<file path="src/rtl/hazard_ctrl.sv">
// Decode-side interlock: destination scoreboard mirroring EX/MEM/WB, RAW stall
// generation, SIIC/RTI serialization and HALT latching for a forwarding-free pipe.
module hazard_ctrl #(
  parameter bit          RF_BYPASS  = 1'b1,
  parameter int unsigned SERIAL_CYC = 3
) (
  input  logic       clk,
  input  logic       rst,
  input  logic       id_valid,
  input  logic [4:0] id_opcode,
  input  logic [2:0] id_rs,
  input  logic       id_rs_used,
  input  logic [2:0] id_rt,
  input  logic       id_rt_used,
  input  logic       id_wr_en,
  input  logic [2:0] id_wr_sel,
  input  logic       mem_busy,
  output logic       stall_decode,
  output logic       stall_fetch,
  output logic       freeze,
  output logic       halted,
  output logic [2:0] sb_valid,
  output logic [8:0] sb_reg
);

  typedef enum logic [1:0] {
    S_RUN,
    S_SERIAL,
    S_HALTED
  } state_e;

  localparam logic [4:0] OP_HALT  = 5'b00000;
  localparam logic [4:0] OP_SIIC  = 5'b00010;
  localparam logic [4:0] OP_RTI   = 5'b00011;
  localparam logic [2:0] SER_INIT = 3'(SERIAL_CYC);

  state_e     state_q, state_d;
  logic [2:0] cnt_q, cnt_d;
  logic [2:0] sb_v_q, sb_v_d;
  logic [8:0] sb_r_q, sb_r_d;
  logic       raw;
  logic       stall;
  logic       issue;

  // Entry order in the packed vectors is {WB, MEM, EX}; WB is ignored when the RF bypasses.
  function automatic logic sb_match(input logic [2:0] v, input logic [8:0] regs,
                                    input logic [2:0] r);
    logic hit;
    hit = (v[0] && (regs[2:0] == r)) || (v[1] && (regs[5:3] == r));
    if (!RF_BYPASS)
      hit = hit || (v[2] && (regs[8:6] == r));
    return hit;
  endfunction

  always_comb begin
    raw = (id_rs_used && sb_match(sb_v_q, sb_r_q, id_rs)) ||
          (id_rt_used && sb_match(sb_v_q, sb_r_q, id_rt));
  end

  always_comb begin
    state_d = state_q;
    cnt_d   = cnt_q;
    stall   = 1'b0;
    case (state_q)
      S_RUN: begin
        stall = id_valid && raw;
        if (id_valid && !raw) begin
          if ((id_opcode == OP_SIIC) || (id_opcode == OP_RTI)) begin
            state_d = S_SERIAL;
            cnt_d   = SER_INIT;
          end else if (id_opcode == OP_HALT) begin
            state_d = S_HALTED;
          end
        end
      end
      S_SERIAL: begin
        stall = 1'b1;
        cnt_d = cnt_q - 3'd1;
        if (cnt_q <= 3'd1) begin
          state_d = S_RUN;
          cnt_d   = 3'd0;
        end
      end
      S_HALTED: stall = 1'b1;
      default: begin
        state_d = S_RUN;
        cnt_d   = 3'd0;
      end
    endcase
  end

  assign issue  = id_valid && !stall;
  assign sb_v_d = {sb_v_q[1:0], issue && id_wr_en};
  assign sb_r_d = {sb_r_q[5:0], id_wr_sel};

  // Everything holds while memory is busy; the pipe registers are frozen too.
  always_ff @(posedge clk or negedge rst) begin
    if (!rst) begin
      state_q <= S_RUN;
      cnt_q   <= 3'd0;
      sb_v_q  <= 3'd0;
      sb_r_q  <= 9'd0;
    end else if (!mem_busy) begin
      state_q <= state_d;
      cnt_q   <= cnt_d;
      sb_v_q  <= sb_v_d;
      sb_r_q  <= sb_r_d;
    end
  end

  assign stall_decode = stall;
  assign stall_fetch  = stall;
  assign freeze       = mem_busy;
  assign halted       = (state_q == S_HALTED);
  assign sb_valid     = sb_v_q;
  assign sb_reg       = sb_r_q;

endmodule

</file>
<file path="config.mk">
export PLATFORM = sky130hd
export DESIGN_NAME = hazard_ctrl
export DESIGN_NICKNAME = d
export VERILOG_FILES = /design/src/rtl/hazard_ctrl.sv
export SDC_FILE = /design/constraint.sdc
export NUM_CORES = 1
export LEC_CHECK = 0
export CAP_MARGIN = 20
export CELL_PAD_IN_SITES_DETAIL_PLACEMENT = 1
export CELL_PAD_IN_SITES_GLOBAL_PLACEMENT = 1
export CORE_UTILIZATION = 36
export DETAILED_ROUTE_END_ITERATION = 7
export PLACE_DENSITY_LB_ADDON = 0.1
export SLEW_MARGIN = 5
export SYNTH_ARGS = -nofsm -noshare
export SYNTH_HDL_FRONTEND = slang
export SYNTH_SLANG_ARGS = --single-unit
</file>
<file path="constraint.sdc">
create_clock -name clk -period 4.6 [get_ports clk]
set_input_delay 0.92 -clock clk [delete_from_list [all_inputs] [get_ports clk]]
set_output_delay 0.92 -clock clk [all_outputs]
set_load 0.01 [all_outputs]
</file>
[After elaboration in Yosys (flattened, before gate mapping)]
Index checks and enable logic that the tools add are counted.
Cells by class
  $add $sub $neg: 1
  $mul: 0
  divide/modulo/power cells: 0
  order comparisons: 1
  equal/unequal tests: 12
  shift-type cells: 0
  multiplexer cells: 10
  bitwise operators: 2
  reductions and logical operators: 21
Operators by type and width (count)
  $eq A3 B3 Y1: 4
  $eq A5 B2 Y1 const B: 2
  $logic_and A1 B1 Y1: 10
  $mux W3: 3
  $pmux W3 S3: 1
  $mux W2: 4
  $ne A2 B2 Y1 const B: 3
  $pmux W2 S3: 1
  $logic_not A5 Y1: 1
  $reduce_and A5 Y1: 1
  $logic_or A1 B1 Y1: 4
  $reduce_and A4 Y1: 1
  $le A3 B1 Y1 const B: 1
  $ne A3 B3 Y1 const B: 1
  $sub A3 B1 Y3 const B: 1
  $eq A2 B1 Y1 const B: 1
  $eq A2 B2 Y1 const B: 1
  $logic_not A1 Y1: 2
  $logic_not A2 Y1: 1
  $not A1 Y1: 2
  $pmux W1 S2: 1
  $reduce_or A2 Y1: 1
Storage, ports and cells
  register bits: 17
  latch bits: 0
  RAM bits: 0
  ROM bits: 0
  input port bits: 21
  memories kept: 0

[Longest topological paths before layout]
Gate-level depths: netlist of run 1.
  depth in word-level cells: 10
  depth in mapped cells: 7
  mapped depth without buffers: 7

[Worst setup path after synthesis of run 1]
OpenSTA, ideal clock, no wires.
  kind: input port to output port
  from: input id_rs[1]
  to: output stall_fetch
  data arrival time: 2.041 ns
  path slack: 1.639 ns
  cell stages on the path: 6
  path through: xnor2_1 > nand4_1 > a21boi_1 > o211ai_1 > a21oi_1 > buf_4
Between the ends
  longest elaborated chain between the ends: 7
RTL lines
  start, declared: RTL line 11  | input logic [2:0] id_rs,
  $eq A3 B3 Y1: RTL line 49  | hit = (v[0] && (regs[2:0] == r)) || (v[1] && (regs[5:3] == r));
  $logic_and A1 B1 Y1: RTL line 49
  $logic_or A1 B1 Y1 *: RTL line 49
  $logic_and A1 B1 Y1 *: RTL line 56  | raw = (id_rs_used && sb_match(sb_v_q, sb_r_q, id_rs)) ||
  $logic_or A1 B1 Y1 *: RTL line 56
  $logic_and A1 B1 Y1 *: RTL line 66  | stall = id_valid && raw;
  $pmux W1 S2 *: RTL line 64  | case (state_q)
  end, declared: RTL line 19  | output logic stall_fetch,
Mark *: on every way between the ends. The rest lies on a longest branch, timed or not.

[Final worst setup path of run 1]
  from: input id_rs[0]
  to: output stall_decode
Between the ends
  longest elaborated chain between the ends: 7
RTL lines
  $eq A3 B3 Y1: RTL line 49
  $logic_and A1 B1 Y1: RTL line 49
  $logic_or A1 B1 Y1 *: RTL line 49
  $logic_and A1 B1 Y1 *: RTL line 56
  $logic_or A1 B1 Y1 *: RTL line 56
  $logic_and A1 B1 Y1 *: RTL line 66
  $pmux W1 S2 *: RTL line 64
  end, declared: RTL line 18  | output logic stall_decode,
Marked as above.

==> reports/summary.txt, run 1 <==
Grt ovf - 0
Violated checks - DRC
Final setup viols - 0
CTS clk-pin slew, worst paths - 0.10 ns
Fin crit period - 3.95 ns
Max Root-Sink Buffers - 2
Worst-skew pair later-pin latency - 0.30 ns
Cell area after technology mapping - 1110 µm²
CP Max Fanout - 7
Port-buffer cells - 36
Clock sinks - 17
First-pass GRT wire length - 4590 µm
Dpl cells - 171
Post-synthesis sequential area ratio - 0.384
Pre-CTS setup slack - 0.684 ns
DR top layer - met4
Initial Util - 0.392
Max Clock Skew - 0.00503 ns
Setup ws final - 0.654 ns
Worst Setup SP - id_rs[0]
Die area - 3310 µm²
Drt drc - 2
Wl on met1 - 1230 µm
Count of cell types in the netlist - 30
DR vias/cell - 5.48
Worst setup EP type - output pin
Routed Antenna Nets - 0
Layout cells sized above 1 - 0.125
Total power - 643 µW
Post-DP HPWL - 2130 µm
Synth Net Count - 136
TritonCTS clock tree - built
Number of synthesized register bits - 17
Slew at the pin closest to its max-slew limit - 0.792 ns
Initial antenna violation count - 0
TNS Setup - 0 ns
Area Growth Syn to Fin - 35.7%
Area leader, netlist - dfrtp_1
CTS hold repair buffers - 0
RSZ-0062 raised after global routing - no
Slowest CP cell - clkdlybuf4s50_1
Commonest non-fill, non-tap cell in the layout - clkdlybuf4s50_1
CTS Buf Count - 3
Largest net degree at the start of global routing - 18
Peak VDD IR - 0.000177 V
EDFF count, synth - 0
Final #Nets - 172
Commonest non-fill, non-tap cells in the layout - 36 x clkdlybuf4s50_1, 17 x dfrtp_1, 12 x xnor2_1
Mean Syn Cell Area - 10.2 µm²
Critical path's top delay family - buffers and inverters
Synth top area cells - dfrtp_1 38%, mux2_2 11%, xnor2_1 9.5%
Crit path kind - input pin to output pin
Ys Warns - 0
Worst path max stage delay - 0.56 ns
Vias in the first global route - 990
CP cell instances - clkdlybuf4s50_1, xnor2_1, nand4_1, a21boi_1, o211ai_1, a21oi_1, clkdlybuf4s50_1
Slew Limit Fails - 0
Outcome - finished with violations
CTS resizes - 0
Power Dens Cells - 428 nW/µm²
Tot GR Track Use - 0.181
Final WL - 2780 µm
Period Utilization, post-route - 0.858
Met3 wire length - 149 µm
DR iter-0 viols - 44
Leakage Power - 0.586 nW
Ys flop type - dfrtp_1
Hold Crit Class - flip-flop to flip-flop
I/O pins - 37
Postcts setup bufs - 0
H-Tree Level Count - 1
Die width - 57.5 µm
CTS root buf - clkbuf_4
FF-to-FF Start - state_q[0]
DR pass1 iterations - 8
Crit path DAT - 3.03 ns
Antenna Cells - 0
# rows - 19
CORE AREA - 2830 µm²
Via count - 959
Max_cap viols - 0
Most frequent CP cell - clkdlybuf4s50_1
Post-Syn Instances - 109
Highest Clock Rate - 253 MHz
Yosys top cell area share - 0.384
Endpoints failing hold - 0
Gpl congestion - 0.727
Slew headroom - 0.470
Die height - 57.5 µm
CP startpoint kind - input pin
Synth async-reset ratio - 1.00
Non-filler cells, final - 175
Worst path bufs/invs - 2
Required time of the critical path - 3.68 ns
WL met2 - 1390 µm
Drt wl/cell - 15.9 µm
# fillers - 327
Hold_sp - sb_reg[6]
Max reg flops - 9
[layer usage]
metal,vias to the layer above,GRT usage
li1,458,-
met1,473,0.230
met2,26,0.306
met3,2,0.0635
met4,0,0.0209
met5,-,0
[final timing paths]
check	endpoint	slack (ns)	cells after the start
setup / recovery	stall_decode	0.65	7
hold / removal	sb_reg[6]	0.51	1
setup reg to reg	cnt_q[2]	2.60	6
hold reg to reg	sb_reg[6]	0.51	1
max in group asynchronous	sb_reg[1]	3.03	1
min in group asynchronous	cnt_q[2]	1.07	1
[Yosys cell counts (2+ instances only)]
cell type,number
inv_1,7
a21oi_1,3
or3_1,3
buf_4,4
nand2_1,5
o211ai_1,7
xnor2_1,12
nor2b_1,2
nand3_1,3
o21ai_0,2
nor2_1,3
ha_1,6
dfrtp_1,17
o21ai_1,2
nor3_1,2
nand4_1,6
mux2_2,11
clkbuf_1,2
[logic make-up after synthesis]
group,count (synthesis),synth area share
AO/OA/AOI/OAI,22,0.143
XOR/XNOR,12,0.0948
adder cells (fa/ha/maj),6,0.0677
buffers and inverters,13,0.0576
flip-flops,17,0.384
multiplexers,11,0.112
AND/OR/NAND/NOR,28,0.141
[where the power goes]
part           leakage (nW)  total, mW  internal [mW]  switching, mW
sequential            0.213      0.230          0.186         0.0441
combinational         0.358      0.331          0.171          0.160
clock                0.0150     0.0825         0.0338         0.0487
[worst reg2reg max path, cell delays in order (launching register included)]
cell and delay (ns):
dfrtp_1 0.44, inv_1 0.09, ha_1 0.36, a211oi_2 0.57, nand3_1 0.13, a21oi_1 0.18, o211ai_1 0.10
[layout make-up]
| class | instances | area, µm² | area share |
|---|---|---|---|
| clock buffer | 4 | 26.3 | 0.0175 |
| inverter | 7 | 26.3 | 0.0175 |
| multi-input combinational | 79 | 619 | 0.412 |
| sequential | 17 | 425 | 0.283 |
| tap | 31 | 38.8 | 0.0258 |
| timing repair buffer | 37 | 368 | 0.245 |
[metrics by stage]
step	utilization	area [µm²]	hold WS [ns]
after global routing	0.532	1500	0.546
after global placement	0.522	1480	0.488
after floorplan	-	1110	0.526
after detailed placement	0.522	1480	0.495
final	0.532	1500	0.514
after CTS	0.532	1500	0.517
(Power assumes the default switching activity.)
==> inputs of run 2 (changes only) <==
- ABC_CLOCK_PERIOD_IN_PS: not set -> 4600
==> results of run 2 <==
Final layout, timing and power as in run 1 (identical DEF).
==> inputs of run 3 (changes only) <==
- MAX_ROUTING_LAYER: not set -> met4
==> run 3 against run 2 <==
The flow still finishes with violations (DRC). Clock-buffer cell count did not move. Setup slack hardly changed. Clock power about the same. Critical path depth unchanged.
==> reports/summary.txt, run 3 (synthesized netlist as in run 1, its figures left out) <==
Outcome - finished with violations
Violated checks - DRC
Slew headroom - 0.470 (about the same)
Postcts setup bufs - 0 (unchanged)
Drt drc - 2 (unchanged)
Drt wl/cell - 15.9 µm (+0.14%)
Max_cap viols - 0 (unchanged)
Setup ws final - 0.654 ns (-0.000448 ns)
Initial Util - 0.392 (unchanged)
Via count - 959 (unchanged)
Peak VDD IR - 0.000177 V (about the same)
# fillers - 327 (unchanged)
Clk network pwr share - 0.128 (about the same)
Area of placed instances - 1480 µm² (unchanged)
R2R Setup Slk - 2.60 ns (about the same)
Period Utilization, post-route - 0.858 (about the same)
Final #Nets - 172 (unchanged)
Die width - 57.5 µm (unchanged)
TritonCTS clock tree - built
Final setup viols - 0 (unchanged)
Clock sinks - 17 (unchanged)
RSZ-0062 raised after global routing - no
Max reg flops - 9 (unchanged)
Combinational power share - 0.514 (about the same)
Required time of the critical path - 3.68 ns (about the same)
Commonest non-fill, non-tap cells in the layout - 36 x clkdlybuf4s50_1, 17 x dfrtp_1, 12 x xnor2_1
Grt ovf - 0 (unchanged)
Worst-skew pair later-pin latency - 0.30 ns (about the same)
CORE AREA - 2830 µm² (unchanged)
Sequential fraction of design power - 0.358 (about the same)
Layout cells sized above 1 - 0.125 (unchanged)
I/O pins - 37 (unchanged)
Power Dens Cells - 428 nW/µm² (about the same)
Die height - 57.5 µm (unchanged)
Initial antenna violation count - 0 (unchanged)
Max Root-Sink Buffers - 2 (unchanged)
Slowest CP cell - clkdlybuf4s50_1
Int Pwr - 391 µW (about the same)
First-pass GRT wire length - 4590 µm (unchanged)
Gpl congestion - 0.735 (+1.2%)
Leakage Power - 0.586 nW (unchanged)
Highest Clock Rate - 253 MHz (about the same)
# rows - 19 (unchanged)
TNS Setup - 0 ns (unchanged)
Core Util, Final - 0.532 (unchanged)
Slew Limit Fails - 0 (unchanged)
CP cell instances - clkdlybuf4s50_1, xnor2_1, nand4_1, a21boi_1, o211ai_1, a21oi_1, clkdlybuf4s50_1
Vias in the first global route - 993 (+0.30%)
CTS Buf Count - 3 (unchanged)
CTS root buf - clkbuf_4
Endpoints failing hold - 0 (unchanged)
Worst path bufs/invs - 2 (unchanged)
Final WL - 2780 µm (+0.14%)
Worst path max stage delay - 0.56 ns (about the same)
DR vias/cell - 5.48 (unchanged)
Tot GR Track Use - 0.187 (+0.00561)
Area Growth Syn to Fin - 35.7% (unchanged)
Max Clock Skew - 0.00506 ns (+0.0000280 ns)
Hold Crit Class - flip-flop to flip-flop
Pre-CTS setup slack - 0.684 ns (unchanged)
Routed Antenna Nets - 0 (unchanged)
Worst setup EP type - output pin
DR iter-0 viols - 46 (+4.5%)
Largest net degree at the start of global routing - 18 (unchanged)
H-Tree Level Count - 1 (unchanged)
Most frequent CP cell - clkdlybuf4s50_1
Post-DP HPWL - 2130 µm (unchanged)
Critical path's top delay family - buffers and inverters
CTS clk-pin slew, worst paths - 0.10 ns (about the same)
CP Max Fanout - 7 (unchanged)
Fin crit period - 3.95 ns (+0.000448 ns)
Switching Share - 0.392 (about the same)
CTS hold repair buffers - 0 (unchanged)
Crit path kind - input pin to output pin
Port-buffer cells - 36 (unchanged)
Slew at the pin closest to its max-slew limit - 0.792 ns (-0.000306 ns)
Antenna Cells - 0 (unchanged)
Commonest non-fill, non-tap cell in the layout - clkdlybuf4s50_1
Sw power - 252 µW (about the same)
Design area - 1500 µm² (unchanged)
DR pass1 iterations - 8 (unchanged)
CP startpoint kind - input pin
Crit path DAT - 3.03 ns (about the same)
Die area - 3310 µm² (unchanged)
CTS resizes - 0 (unchanged)
Total power - 643 µW (about the same)
==> run 3: cell counts in the layout (fill, tap and decap cells not counted) <==
No cell type changed its count.
==> run 3: path summary, 6_finish.rpt <==
check	start	endpoint	cells after the start
worst max-delay path	id_rs[0]	stall_decode	7
worst min-delay path	sb_reg[6]	sb_reg[6]	1
worst max register to register	state_q[0]	cnt_q[2]	6
worst min register to register	sb_reg[6]	sb_reg[6]	1
max in group asynchronous	rst	sb_reg[1]	1
min in group asynchronous	rst	cnt_q[2]	1
==> run 3: routing by layer <==
layer | GRT usage | part of all wire | vias up
li1 | - | - | 458
met1 | 0.234 | 0.45 | 475
met2 | 0.306 | 0.50 | 24
met3 | 0.0567 | 0.046 | 2
met4 | 0.0209 | 0.0032 | 0
met5 | - | 0 | -
==> run 3: final cells by class <==
| type | count | area [µm²] | share of cell area |
|---|---|---|---|
| Clock buffer | 4 | 26.3 | 0.0175 |
| Inverter | 7 | 26.3 | 0.0175 |
| Multi-Input combinational cell | 79 | 619 | 0.412 |
| Sequential cell | 17 | 425 | 0.283 |
| Tap cell | 31 | 38.8 | 0.0258 |
| Timing Repair Buffer | 37 | 368 | 0.245 |
==> run 3: through the flow <==
step	hold slack, ns	instances
2_1_floorplan	0.526	109
3_3_place_gp	0.488	171
3_5_place_dp	0.495	171
4_1_cts	0.517	175
5_1_grt	0.546	175
6_report	0.514	175
==> run 3: worst register-to-register path, delay by kind of cell, from the launching register on <==
kind	cells	cell delay, ns
compound gates	3	0.85
flops	1	0.44
fa+ha+maj	1	0.36
simple gates	1	0.13
buf+inv	1	0.09
==> run 3: power by group through the flow <==
stage | Sequential, mW | Clock, mW | Combinational (mW)
2_1_floorplan | 0.228 | 0 | 0.199
3_3_place_gp | 0.230 | 0 | 0.318
3_5_place_dp | 0.233 | 0 | 0.330
4_1_cts | 0.230 | 0.0858 | 0.332
5_1_grt | 0.236 | 0.0904 | 0.363
6_report | 0.230 | 0.0824 | 0.331
==> RTL edit, RTL diff (config.mk and constraints of run 2) <==
Make the reset (`rst`) synchronous in one clocked block.
--- a/src/rtl/hazard_ctrl.sv
+++ b/src/rtl/hazard_ctrl.sv
@@ -94,7 +94,7 @@
   assign sb_r_d = {sb_r_q[5:0], id_wr_sel};
 
   // Everything holds while memory is busy; the pipe registers are frozen too.
-  always_ff @(posedge clk or negedge rst) begin
+  always_ff @(posedge clk) begin
     if (!rst) begin
       state_q <= S_RUN;
       cnt_q   <= 3'd0;
Check against the original RTL: differs if rst is asserted again (counterexample within 4 cycles, from zero or initial values and one cycle with rst low); with rst held inactive, the same outputs for 10 cycles.
==> RTL edit against run 2 <==
  * First-iteration DRC count shrank 77%
  * Final area shrank 6.7%
  * Global-route usage grew 0.88 points
  * Setup slack gained 230 ps
  * Count of clock-buffer cells in the layout shrank 1
  * Area after synthesis shrank 8.0%
  * Critical endpoint unchanged
  * Sequential cell count is the same
  * Routed wire length shrank 4.6%
Power is not compared: it rests on default switching activity, and its combinational part moved more than twofold at a synthesized area within 25%.
==> RTL edit: results (changes against run 2) <==
| Metric | Value |
|---|---|
| Register area share after synthesis | 33.37% (was 38.37%) |
| Final Net Count | 178 (was 172) |
| Post-Syn Nets | 145 (was 136) |
| Sequential cell area share | 24.26% (was 28.29%) |
| Largest net degree at the start of global routing | 17 (was 18) |
| First-pass GRT wire length | 4.616 mm (was 4.588 mm) |
| 1st-pass router iterations | 4 (was 8) |
| Cell Area, Placed | 0.001375 mm^2 (was 0.001478 mm^2) |
| Via count | 945 (was 959) |
| Reg-to-reg startpoint | state_q[0] (unchanged) |
| Run status | finished, final reports clean (was finished, violations left) |
| Ys async rst share | 0% (was 100.0%) |
| Reg-to-reg endpoint | state_q[1] (was cnt_q[2]) |
| Detailed Place HPWL | 2.157 mm (was 2.127 mm) |
| Clock buf/inv share | 1.963% (was 1.747%) |
| Multi-input combinational area share | 43.26% (was 41.18%) |
| Max_slew headroom | 62.74% (was 47.01%) |
| Clock skew | 8.045 ps (was 5.032 ps) |
| R2r setup slk | 2520 ps (was 2600 ps) |
| Hold Crit Endpoint | cnt_q[2] (was sb_reg[6]) |
| Mean post-synth cell area | 8.642 um^2 (was 10.17 um^2) |
| Top post-synthesis cells by count | dfxtp_1, nor2_1, mux2i_1 (was dfrtp_1, xnor2_1, mux2_2) |
| Synth cell types | 27 (was 30) |
| Total track usage | 19.01% (was 18.12%) |
| RePlAce Congestion | 0.8160 (was 0.7266) |
| Hold path startpoint | cnt_q[2] (was sb_reg[6]) |
| Layout area overhead | 37.55% (was 35.67%) |
## RTL edit: logic make-up after synthesis
logic type               count (synthesis)  synth area share (%)
multiplexers                            13                 12.76
XOR/XNOR                                12                 10.31
AND/OR/NAND/NOR                         38                 17.67
buffers and inverters                   15                 7.116
flip-flops                              17                 33.37
adder cells (fa/ha/maj)                  6                 7.362
AO/OA/AOI/OAI                           17                 11.41
## RTL edit: how the worst max path moves through the flow
stage,from,endpoint,slack [ps],cells after the start
after floorplan,id_rs[0],stall_fetch,1850,7
after global placement,id_rs[2],stall_fetch,990,8
after CTS,id_rs[2],stall_decode,870,8
after global routing,id_rs[2],stall_decode,730,8
after detailed placement,id_rs[2],stall_decode,870,8
final,id_rt[1],stall_decode,880,8
## RTL edit: per-stage QoR
step                      power, uW  setup WS (ps)  hold slack (ps)  util, %  cells
after floorplan               191.1           1848            453.0        -    118
after global placement        222.9          991.4            468.3    53.56    176
after detailed placement      225.7          870.1            480.9    53.56    176
after CTS                     309.0          874.2            499.4    54.63    180
after global routing          323.8          730.3            546.4    54.63    180
final                         306.4          879.3            496.9    54.63    180
## RTL edit: power breakdown
| part | leakage [uW] | total (uW) | internal (uW) | switching, uW |
|---|---|---|---|---|
| logic | 0.000410 | 64.9 | 38.0 | 26.9 |
| clock network | 0.0000177 | 84.7 | 32.3 | 52.3 |
| registers | 0.000138 | 157 | 151 | 5.51 |
## RTL edit: routing by layer
layer	up-vias	share of wire (%)	track usage (%)
li1	467	-	-
met1	449	44	23.73
met2	25	51	32.01
met3	4	4.0	4.215
met4	0	1.0	6.786
met5	-	0	0
## RTL edit: worst max-delay path, stage by stage
cell	delay, ps
clkdlybuf4s50_1	520
xnor2_1	170
nand4_1	130
nand2_1	100
a22o_4	140
a31oi_1	100
nor2_1	160
clkdlybuf4s50_1	560
